File: src/rtl/frame_unpack10.sv
`default_nettype none
// ============================================================================
// Module      : frame_unpack10
// Description : Receive-side frame unpacker. Collects 10 data bytes followed
//               by a trailer byte. On a matching trailer the 10 bytes are
//               published in parallel on W0..W9 with a one-cycle frame_valid
//               pulse. On a mismatch a one-cycle frame_err pulse is raised
//               and the block drops bytes until the next trailer.
// Ports       : clk         - rising-edge clock
//               rst         - synchronous active-high reset
//               in_valid    - in_data carries a byte this cycle
//               in_data     - stream byte
//               in_ready    - block accepts a byte this cycle
//               W0..W9      - last good frame, byte k on Wk
//               frame_valid - one-cycle pulse, W0..W9 just updated
//               frame_err   - one-cycle pulse, trailer mismatch detected
//               idx         - index the next accepted byte will occupy
// Revision    : 1.0 - initial release
// ============================================================================
module frame_unpack10 #(
    parameter logic [7:0] TRAILER = 8'hB7
) (
    input  logic       clk,
    input  logic       rst,
    input  logic       in_valid,
    input  logic [7:0] in_data,
    output logic       in_ready,
    output logic [7:0] W0,
    output logic [7:0] W1,
    output logic [7:0] W2,
    output logic [7:0] W3,
    output logic [7:0] W4,
    output logic [7:0] W5,
    output logic [7:0] W6,
    output logic [7:0] W7,
    output logic [7:0] W8,
    output logic [7:0] W9,
    output logic       frame_valid,
    output logic       frame_err,
    output logic [3:0] idx
);

    localparam logic [1:0] c_ST_COLLECT = 2'd0;
    localparam logic [1:0] c_ST_CHECK   = 2'd1;
    localparam logic [1:0] c_ST_PUBLISH = 2'd2;
    localparam logic [1:0] c_ST_RESYNC  = 2'd3;

    localparam logic [3:0] c_IDX_LAST_DATA = 4'd9;
    localparam logic [3:0] c_IDX_TRAILER   = 4'd10;

    logic [1:0] r_state;
    logic [3:0] r_idx;
    logic [7:0] r_shadow [10];
    logic [7:0] r_w      [10];
    logic       r_frame_valid;
    logic       r_frame_err;

    logic [1:0] w_state_nxt;
    logic [3:0] w_idx_nxt;
    logic       w_accept;
    logic       w_wr_shadow;
    logic       w_publish;
    logic       w_err;

    // The only non-ready cycle is PUBLISH, so the source must hold a byte
    // offered there until the following cycle.
    assign in_ready = (r_state != c_ST_PUBLISH);
    assign w_accept = in_valid && in_ready;

    // ------------------------------------------------------------------
    // Next-state / control decode
    // ------------------------------------------------------------------
    always_comb begin
        w_state_nxt = r_state;
        w_idx_nxt   = r_idx;
        w_wr_shadow = 1'b0;
        w_publish   = 1'b0;
        w_err       = 1'b0;

        case (r_state)
            c_ST_COLLECT: begin
                // Data bytes are never compared with the trailer value.
                if (w_accept) begin
                    w_wr_shadow = 1'b1;
                    if (r_idx == c_IDX_LAST_DATA) begin
                        w_state_nxt = c_ST_CHECK;
                        w_idx_nxt   = c_IDX_TRAILER;
                    end else begin
                        w_idx_nxt = r_idx + 4'd1;
                    end
                end
            end
            c_ST_CHECK: begin
                if (w_accept) begin
                    w_idx_nxt = 4'd0;
                    if (in_data == TRAILER) begin
                        w_state_nxt = c_ST_PUBLISH;
                        w_publish   = 1'b1;
                    end else begin
                        w_state_nxt = c_ST_RESYNC;
                        w_err       = 1'b1;
                    end
                end
            end
            c_ST_PUBLISH: begin
                w_state_nxt = c_ST_COLLECT;
                w_idx_nxt   = 4'd0;
            end
            c_ST_RESYNC: begin
                w_idx_nxt = 4'd0;
                if (w_accept && (in_data == TRAILER)) begin
                    w_state_nxt = c_ST_COLLECT;
                end
            end
            default: begin
                w_state_nxt = c_ST_COLLECT;
                w_idx_nxt   = 4'd0;
            end
        endcase
    end

    // ------------------------------------------------------------------
    // State, shadow buffer and published-word registers. The publish
    // decision is registered at the trailer edge, so W0..W9 and
    // frame_valid become visible together during the PUBLISH cycle.
    // ------------------------------------------------------------------
    always_ff @(posedge clk) begin
        if (rst) begin
            r_state       <= c_ST_COLLECT;
            r_idx         <= 4'd0;
            r_frame_valid <= 1'b0;
            r_frame_err   <= 1'b0;
            for (int k = 0; k < 10; k++) begin
                r_shadow[k] <= 8'h00;
                r_w[k]      <= 8'h00;
            end
        end else begin
            r_state       <= w_state_nxt;
            r_idx         <= w_idx_nxt;
            r_frame_valid <= w_publish;
            r_frame_err   <= w_err;
            for (int k = 0; k < 10; k++) begin
                if (w_wr_shadow && (r_idx == 4'(k))) begin
                    r_shadow[k] <= in_data;
                end
                if (w_publish) begin
                    r_w[k] <= r_shadow[k];
                end
            end
        end
    end

    assign W0          = r_w[0];
    assign W1          = r_w[1];
    assign W2          = r_w[2];
    assign W3          = r_w[3];
    assign W4          = r_w[4];
    assign W5          = r_w[5];
    assign W6          = r_w[6];
    assign W7          = r_w[7];
    assign W8          = r_w[8];
    assign W9          = r_w[9];
    assign frame_valid = r_frame_valid;
    assign frame_err   = r_frame_err;
    assign idx         = r_idx;

endmodule
`default_nettype wire

File: config.mk
export PLATFORM = sky130hd
export DESIGN_NAME = frame_unpack10
export DESIGN_NICKNAME = d
export VERILOG_FILES = /design/src/rtl/frame_unpack10.sv
export SDC_FILE = /design/constraint.sdc
export NUM_CORES = 1
export LEC_CHECK = 0
export ABC_AREA = 1
export BUFFER_PORTS_ARGS = -buffer_cell sky130_fd_sc_hd__buf_4
export CAP_MARGIN = 0
export CORE_UTILIZATION = 48
export CTS_BUF_LIST = sky130_fd_sc_hd__clkbuf_4 sky130_fd_sc_hd__clkbuf_8
export CTS_CLUSTER_DIAMETER = 120
export CTS_CLUSTER_SIZE = 20
export DETAILED_ROUTE_END_ITERATION = 8
export GPL_TIMING_DRIVEN = 0
export PLACE_DENSITY_LB_ADDON = 0.15
export SYNTH_ARGS = -nofsm -noshare
export SYNTH_HDL_FRONTEND = slang
export SYNTH_SLANG_ARGS = --single-unit
File: constraint.sdc
create_clock -name clk -period 19.65 [get_ports clk]
set_input_delay 3.93 -clock clk [delete_from_list [all_inputs] [get_ports clk]]
set_output_delay 3.93 -clock clk [all_outputs]
set_load 0.02 [all_outputs]
# Word level (Yosys, flattened, before mapping)

Memory sizes are Yosys's and may differ from the RTL's.
Index checks and enable logic that the tools add are counted.
Widths: inputs -> output; s select.

Register bits after elaboration: 8
Bits in latches: 0
Memory bits (writable): 160
ROM bits: 0
Input bits: 11
Output and inout port bits: 87
Logic and storage cells: 136
Memories kept: 2

Memory list:

| name     | depth | width | rd ports | clocked after memory_dff | write ports | RTL line | source |
|---|---|---|---|---|---|---|---|
| r_shadow | 10    | 8     | 10       | 0                        | 10          | 53       | `logic [7:0] r_shadow [10];` |
| r_w      | 10    | 8     | 10       | 0                        | 10          | 54       | `logic [7:0] r_w [10];` |

$add $sub $neg: 1
Multipliers: 0
Div/mod/pow operators: 0
Order comparisons: 0
Equal/unequal tests: 18
Shift operators: 0
Multiplexer cells: 71
Bitwise logic cells: 22
Reduce and logical (&&, ||, !) cells: 18

Operators with widths:

| kind                | count |
|---|---|
| $mux 8              | 20 |
| $mux 1              | 42 |
| $or 1x1->1          | 20 |
| $eq 4x3->1 const B  | 4 |
| $logic_and 1x1->1   | 12 |
| $mux 4              | 3 |
| $pmux 4 s3          | 1 |
| $ne 2x2->1 const B  | 5 |
| $eq 4x2->1 const B  | 2 |
| $eq 4x4->1 const B  | 2 |
| $eq 8x8->1 const B  | 1 |
| $mux 2              | 4 |
| $pmux 2 s4          | 1 |
| $add 4x1->4 const B | 1 |
| $eq 2x2->1 const B  | 2 |
| $eq 4x1->1 const B  | 1 |
| $logic_not 4->1     | 1 |
| $reduce_and 4->1    | 1 |
| $reduce_or 3->1     | 1 |
| $eq 2x1->1 const B  | 1 |
| $logic_not 2->1     | 1 |
| $not 1->1           | 2 |
| $reduce_and 2->1    | 1 |
| $reduce_or 2->1     | 1 |

# Longest topological paths before layout

Gate-level depths: netlist of the first run.

Depth after elaboration: 9
Depth in mapped cells: 9
Depth with buffers taken out: 9

# Worst setup path before layout of the first run

Ideal clock, no wire load.

Path type: input-to-reg
Start point: in in_data[3]
End point: mem r_w[0][0], enable pin
Library setup time: 0.629 ns
Arrival time: 9.860 ns
Data required time: 19.021 ns
Setup slack: 9.161 ns
Stages: 5
Path buffers: 0
Cells stage by stage: inv_1 nand2_1 nor2_2 nand2_1 o21ai_0

RTL lines:

| item               | RTL line | source |
|---|---|---|
| start: declaration | 26       | `input logic [7:0] in_data,` |
| end: declaration   | 54       |  |

==> metrics.md, run 1 <==
| Metric | Value |
|---|---|
| Global-route wire length before repair | 18,600 um |
| Fin. max-slew vios | 0 |
| Top cells by area, synth | edfxtp_1, nor2_1, inv_1, dfxtp_1, nand2_1 |
| Number of synthesized flops with an enable pin | 160 |
| Root Driver | clkbuf_8 |
| Status | finished clean |
| FF-to-FF setup slack | 17.48 ns |
| Asr flop ratio synth | 0% |
| Vias per std cell | 4.66 |
| Most frequent cell after synthesis | nor2_1 |
| Post-synth top cells | nor2_1, edfxtp_1, inv_1 |
| Crit. End Element | flip-flop |
| Maximum clock insertion buffer count | 2 |
| Largest net degree at the start of global routing | 32 |
| R2r worst-path depth | 4 |
| Clk_lat worst skew | 0.44 ns |
| Post-synth top area share | 74.0% |
| VDD IR max | 0.0418 mV |
| Layout Cells excl Fill | 832 |
| Period utilization | 27.5% |
| CORE AREA | 0.0132 sq mm |
| Final setup TNS | 0 ns |
| Total wire length | 11,900 um |
| Residual DRC | 0 |
| Relative slew slack | 17.9% |
| Post-CTS resize count | 0 |
| Arrival time at the worst endpoint | 5.53 ns |
| Leakage | 3.30 nW |
| Die width | 118 um |
| Sequential share of power | 60.5% |
| Cell internal pwr | 0.520 mW |
| Hold_sp | idx[3]$_SDFFE_PP0P_ |
| Unique masters post-synth | 22 |
| Layout cell share with drive strength beyond 1 | 22.7% |
| Nets@finish | 658 |
| RePlAce Congestion | 0.856 |
| Area post-placement | 0.00750 sq mm |
| Combinational fraction of design power | 6.2% |
| Vias in the first global route | 3,742 |
| Final Hold Viols | 0 |
| Synth area leader | edfxtp_1 |
| Switch Pwr | 0.156 mW |
| Fill count | 1,100 |
| Crit-path max FO | 31 |
| Total CTS buffers | 17 |
| Area delta synth->final | 21.1% |
| Total track usage | 17.9% |
| Synthesized flop and latch total | 168 |
| Post-CTS Setup Inserts | 0 |
| Peak Freq | 0.185 GHz |
| DRT Pass-1 Iters | 5 |
| CTS H-tree lvls | 4 |
| Num rows | 42 |
| PnR worst setup slack | 14.25 ns |
| Yosys warning total | 0 |
| Layout Utilization | 59.4% |
| Post-route ant nets | 0 |
| CP Launch Type | primary input |
| Hold Path Cell Cnt | 2 |
| Critical Path RT | 19.78 ns |
| Fin crit period | 5.40 ns |
| Syn Area/Cell | 12.4 sq um |
| Clock slew at reported path FFs | 0.08 ns |
| I/O Pins | 98 |
| RSZ-0062 raised after global routing | false |
| N_diodes | 0 |
| Cell Area, Synth | 0.00650 sq mm |
| Final HPWL DP | 7910 um |
| Post-synthesis cell count | 526 |
| Initial Util | 49.1% |
| Grt total ovfl | 0 |
| Max Cap Viol | 0 |
| HP Class | flip-flop to flip-flop |
| Worst slack, placed | 13.75 ns |
| Die Ht | 118 um |
| Top FF cell, synth | edfxtp_1 |
| Clock sinks | 168 |
| Initial DRC count | 203 |
| Worst flop-to-flop path startpoint | r_state[0]$_SDFFE_PP0P_ |
| Worst hold slack | 0.546 ns |
| Clk_skew | 0.0172 ns |
| Total chip power | 0.676 mW |
| PwrDens | 85.9 mW/mm^2 |
| Sw frac | 23.1% |
| Worst-margin pin slew | 1.22 ns |
| Antenna violations before repair | 0 |
| Finished layout cell area | 0.00786 sq mm |
| CTS tree | done |
| Final setup fails | 0 |
| Hold_buf cts | 0 |
| Placed insts | 800 |
| Clock power share | 33.3% |
| Syn Nets | 541 |
| Vias | 3,880 |
| Die Area | 0.0140 sq mm |
| Setup CP Type | primary input to flip-flop |
| Sequential-to-total area share from yosys stat | 76.4% |
| Routed WL per cell | 14.3 um |
| Port Buffer Count | 96 |
| Critical Path Source | in_data[3] |
-- worst max-delay path, stage by stage --
cell	delay [ns]
buf_4	0.11
inv_1	0.06
nand2_1	0.06
nor2_2	0.14
nand2_1	0.14
o21ai_4	0.78
buf_12	0.29
-- cells by family after synthesis --
group / synth area share [%]
simple gates: 13.8
flops: 76.4
buf+inv: 7.80
compound gates: 1.08
fa+ha+maj: 0.770
xor+xnor: 0.135
-- registers in the layout, summed over array words and instances (netlist names) --
register     cells
frame_err        1
frame_valid      1
idx              4
r_shadow        80
r_state          2
r_w             80
-- path summary, 6_finish.rpt --
| check | to |
|---|---|
| setup / recovery | r_w[3][1]$_SDFFCE_PN0P_ |
| hold / removal | idx[3]$_SDFFE_PP0P_ |
| setup reg to reg | r_shadow[0][1]$_SDFFCE_PN0P_ |
| hold reg to reg | idx[3]$_SDFFE_PP0P_ |
-- routing by layer --
layer  GRT usage (%)  wire length, um  part of all wire [%]
met1            22.5             5190                    44
met3            5.55              836                   7.0
met2            28.9             5760                    49
met4            6.97               74                  0.62
met5               0                0                     0
-- power groups by stage --
stage	Sequential [mW]	Clock, mW	Combinational [mW]
after floorplan	0.426	0	0.0151
after global placement	0.419	0	0.0400
after detailed placement	0.417	0	0.0424
after CTS	0.409	0.229	0.0425
after global routing	0.411	0.242	0.0453
final	0.409	0.225	0.0420
-- placed cells by master (no fill, tap or decap) --
master / synthesis / routed
a21oi_1: 6 / 6
buf_12: 0 / 1
buf_16: 0 / 1
buf_2: 3 / 3
buf_4: 0 / 96
buf_6: 8 / 8
bufinv_16: 0 / 1
clkbuf_1: 3 / 3
clkbuf_4: 0 / 1
clkbuf_8: 0 / 17
clkinv_1: 6 / 8
clkinv_2: 0 / 1
clkinv_4: 0 / 5
clkinvlp_4: 0 / 3
dfxtp_1: 8 / 8
edfxtp_1: 160 / 160
ha_1: 4 / 4
inv_1: 98 / 98
inv_6: 0 / 2
nand2_1: 33 / 33
nand2_4: 1 / 1
nand3_1: 6 / 6
nand4_1: 6 / 6
nor2_1: 163 / 163
nor2_2: 3 / 3
nor3_1: 2 / 2
nor3_2: 2 / 2
nor3b_1: 1 / 1
nor4_1: 1 / 1
o21ai_0: 8 / 7
o21ai_4: 0 / 1
or2_2: 3 / 3
xor2_1: 1 / 1
-- layout make-up --
cell class / count / area [sq um] / area share, %
clock buffers: 18 / 241 / 3.07
plain buffers: 14 / 116 / 1.48
inverters: 104 / 390 / 4.96
flip-flops and latches: 168 / 4960 / 63.1
clock inverters: 14 / 126 / 1.61
multi-input cells: 240 / 1040 / 13.2
well taps: 176 / 220 / 2.80
repair buffers: 98 / 768 / 9.77
Power figures use the tool's default switching activity.
==> run 2: changes to the inputs <==
==> constraint.sdc (replaced) <==
create_clock -name clk -period 5.5 [get_ports clk]
set_input_delay 1.1 -clock clk [delete_from_list [all_inputs] [get_ports clk]]
set_output_delay 1.1 -clock clk [all_outputs]
set_load 0.02 [all_outputs]
==> run 2 against run 1 <==
  * Routed wire length down 0.77%
  * Count of clock-buffer cells in the layout unchanged
  * Combinational power grew to 3.6 times the previous value
  * Non-clock buffer count rose by 1
  * Total power rose to 3.5 times the previous value
  * Cell count shrank 0.12%
  * Clock skew shrank 0.0055 ns
  * Global-route usage up 0.28 points
  * Clock power grew to 3.5 times the previous value
  * Setup slack got worse by 11 ns
  * Highest routed layer unchanged
==> metrics.md, run 2 (synthesis results as in run 1) <==
| Metric | Value |
|---|---|
| Vias in the first global route | 3,759 |
| Vias per std cell | 4.59 |
| RSZ-0062 raised after global routing | false |
| Crit. End Element | flip-flop |
| Most frequent cells in the layout | nor2_1, edfxtp_1, inv_1 |
| Nets@finish | 659 |
| Residual DRC | 0 |
| Total wire length | 11,800 um |
| Largest net degree at the start of global routing | 32 |
| Clk_skew | 0.0117 ns |
| PnR worst setup slack | 3.07 ns |
| Clock sinks | 168 |
| Setup CP Type | primary input to flip-flop |
| Die width | 118 um |
| Maximum clock insertion buffer count | 2 |
| Die Area | 0.0140 sq mm |
| I/O Pins | 98 |
| Initial DRC count | 246 |
| Hold_buf cts | 0 |
| HP Class | flip-flop to flip-flop |
| Port Buffer Count | 96 |
| CTS tree | done |
| Total track usage | 18.1% |
| Commonest non-fill, non-tap cell in the layout | nor2_1 |
| Layout cell share with drive strength beyond 1 | 22.7% |
| Area delta synth->final | 21.2% |
| Final Hold Viols | 0 |
| Crit-path max FO | 10 |
| Post-route ant nets | 0 |
| Num rows | 42 |
| Final setup fails | 0 |
| Routed WL per cell | 14.2 um |
| Period utilization | 44.2% |
| DRT Pass-1 Iters | 5 |
| PwrDens | 305 mW/mm^2 |
| Worst slack, placed | 2.58 ns |
| Root Driver | clkbuf_8 |
| Status | finished clean |
| Clk_lat worst skew | 0.44 ns |
| Total CTS buffers | 17 |
| Worst-margin pin slew | 1.25 ns |
| CP Launch Type | primary input |
| Layout Utilization | 59.4% |
| RePlAce Congestion | 0.855 |
| CTS H-tree lvls | 4 |
| Grt total ovfl | 0 |
| Initial Util | 49.1% |
| Global-route wire length before repair | 18,800 um |
| Fin. max-slew vios | 0 |
| Antenna violations before repair | 0 |
| Total chip power | 2.40 mW |
| Critical Path RT | 5.56 ns |
| Arrival time at the worst endpoint | 2.49 ns |
| Post-CTS resize count | 0 |
| Final HPWL DP | 7750 um |
| Fin crit period | 2.43 ns |
| Post-CTS Setup Inserts | 0 |
| Leakage | 3.30 nW |
| Peak Freq | 0.412 GHz |
| Max Cap Viol | 0 |
| Vias | 3,817 |
| VDD IR max | 0.122 mV |
| CORE AREA | 0.0132 sq mm |
| N_diodes | 0 |
| Clock slew at reported path FFs | 0.08 ns |
| Die Ht | 118 um |
| Relative slew slack | 15.6% |
[run 2: worst paths after layout]
check	to	slack [ns]	startpoint	cells past startpoint
setup / recovery	r_shadow[1][2]$_SDFFCE_PN0P_	3.07	in_valid	4
hold / removal	idx[3]$_SDFFE_PP0P_	0.55	idx[3]$_SDFFE_PP0P_	2
setup reg to reg	r_shadow[1][2]$_SDFFCE_PN0P_	3.29	idx[2]$_SDFFE_PP0P_	3
hold reg to reg	idx[3]$_SDFFE_PP0P_	0.55	idx[3]$_SDFFE_PP0P_	2
[run 2: report_power, final]
part           leakage, nW  switching (mW)  internal [mW]  total, mW
clock                0.160           0.431          0.355      0.786
combinational         1.41           0.103         0.0488      0.152
sequential            1.72          0.0155           1.45       1.46
total                 3.30           0.549           1.85       2.40
[run 2: layer usage]
layer | wire length [um] | vias to the layer above | track usage, %
li1 | - | 1916 | -
met3 | 793 | 10 | 4.87
met1 | 5270 | 1775 | 24.1
met4 | 144 | 0 | 10.2
met5 | 0 | - | 0
met2 | 5560 | 116 | 27.1
[run 2: through the flow]
step           instances  setup TNS [ns]  hold slack (ns)  cell area (sq um)
2_1_floorplan        526               0            0.519               6500
3_3_place_gp         798         -120.20            0.517               7440
3_5_place_dp         801               0            0.522               7520
4_1_cts              831               0            0.535               7870
5_1_grt              831               0            0.574               7870
6_report             831               0            0.549               7870
[run 2: final cells by class]
cell class                 count  area, sq um
fill                        1096         5370
inverter                     104          390
sequential                   168         4960
clock inverter                12          106
multi-input combinational    240         1040
tap                          176          220
buffer                        14          116
clock buffer                  18          241
timing repair buffer          99          796
[run 2: worst max-delay path, cell delays in order]
cell and delay, ns:
buf_4 0.10, nand2_1 0.09, buf_2 0.20, o21ai_0 0.99
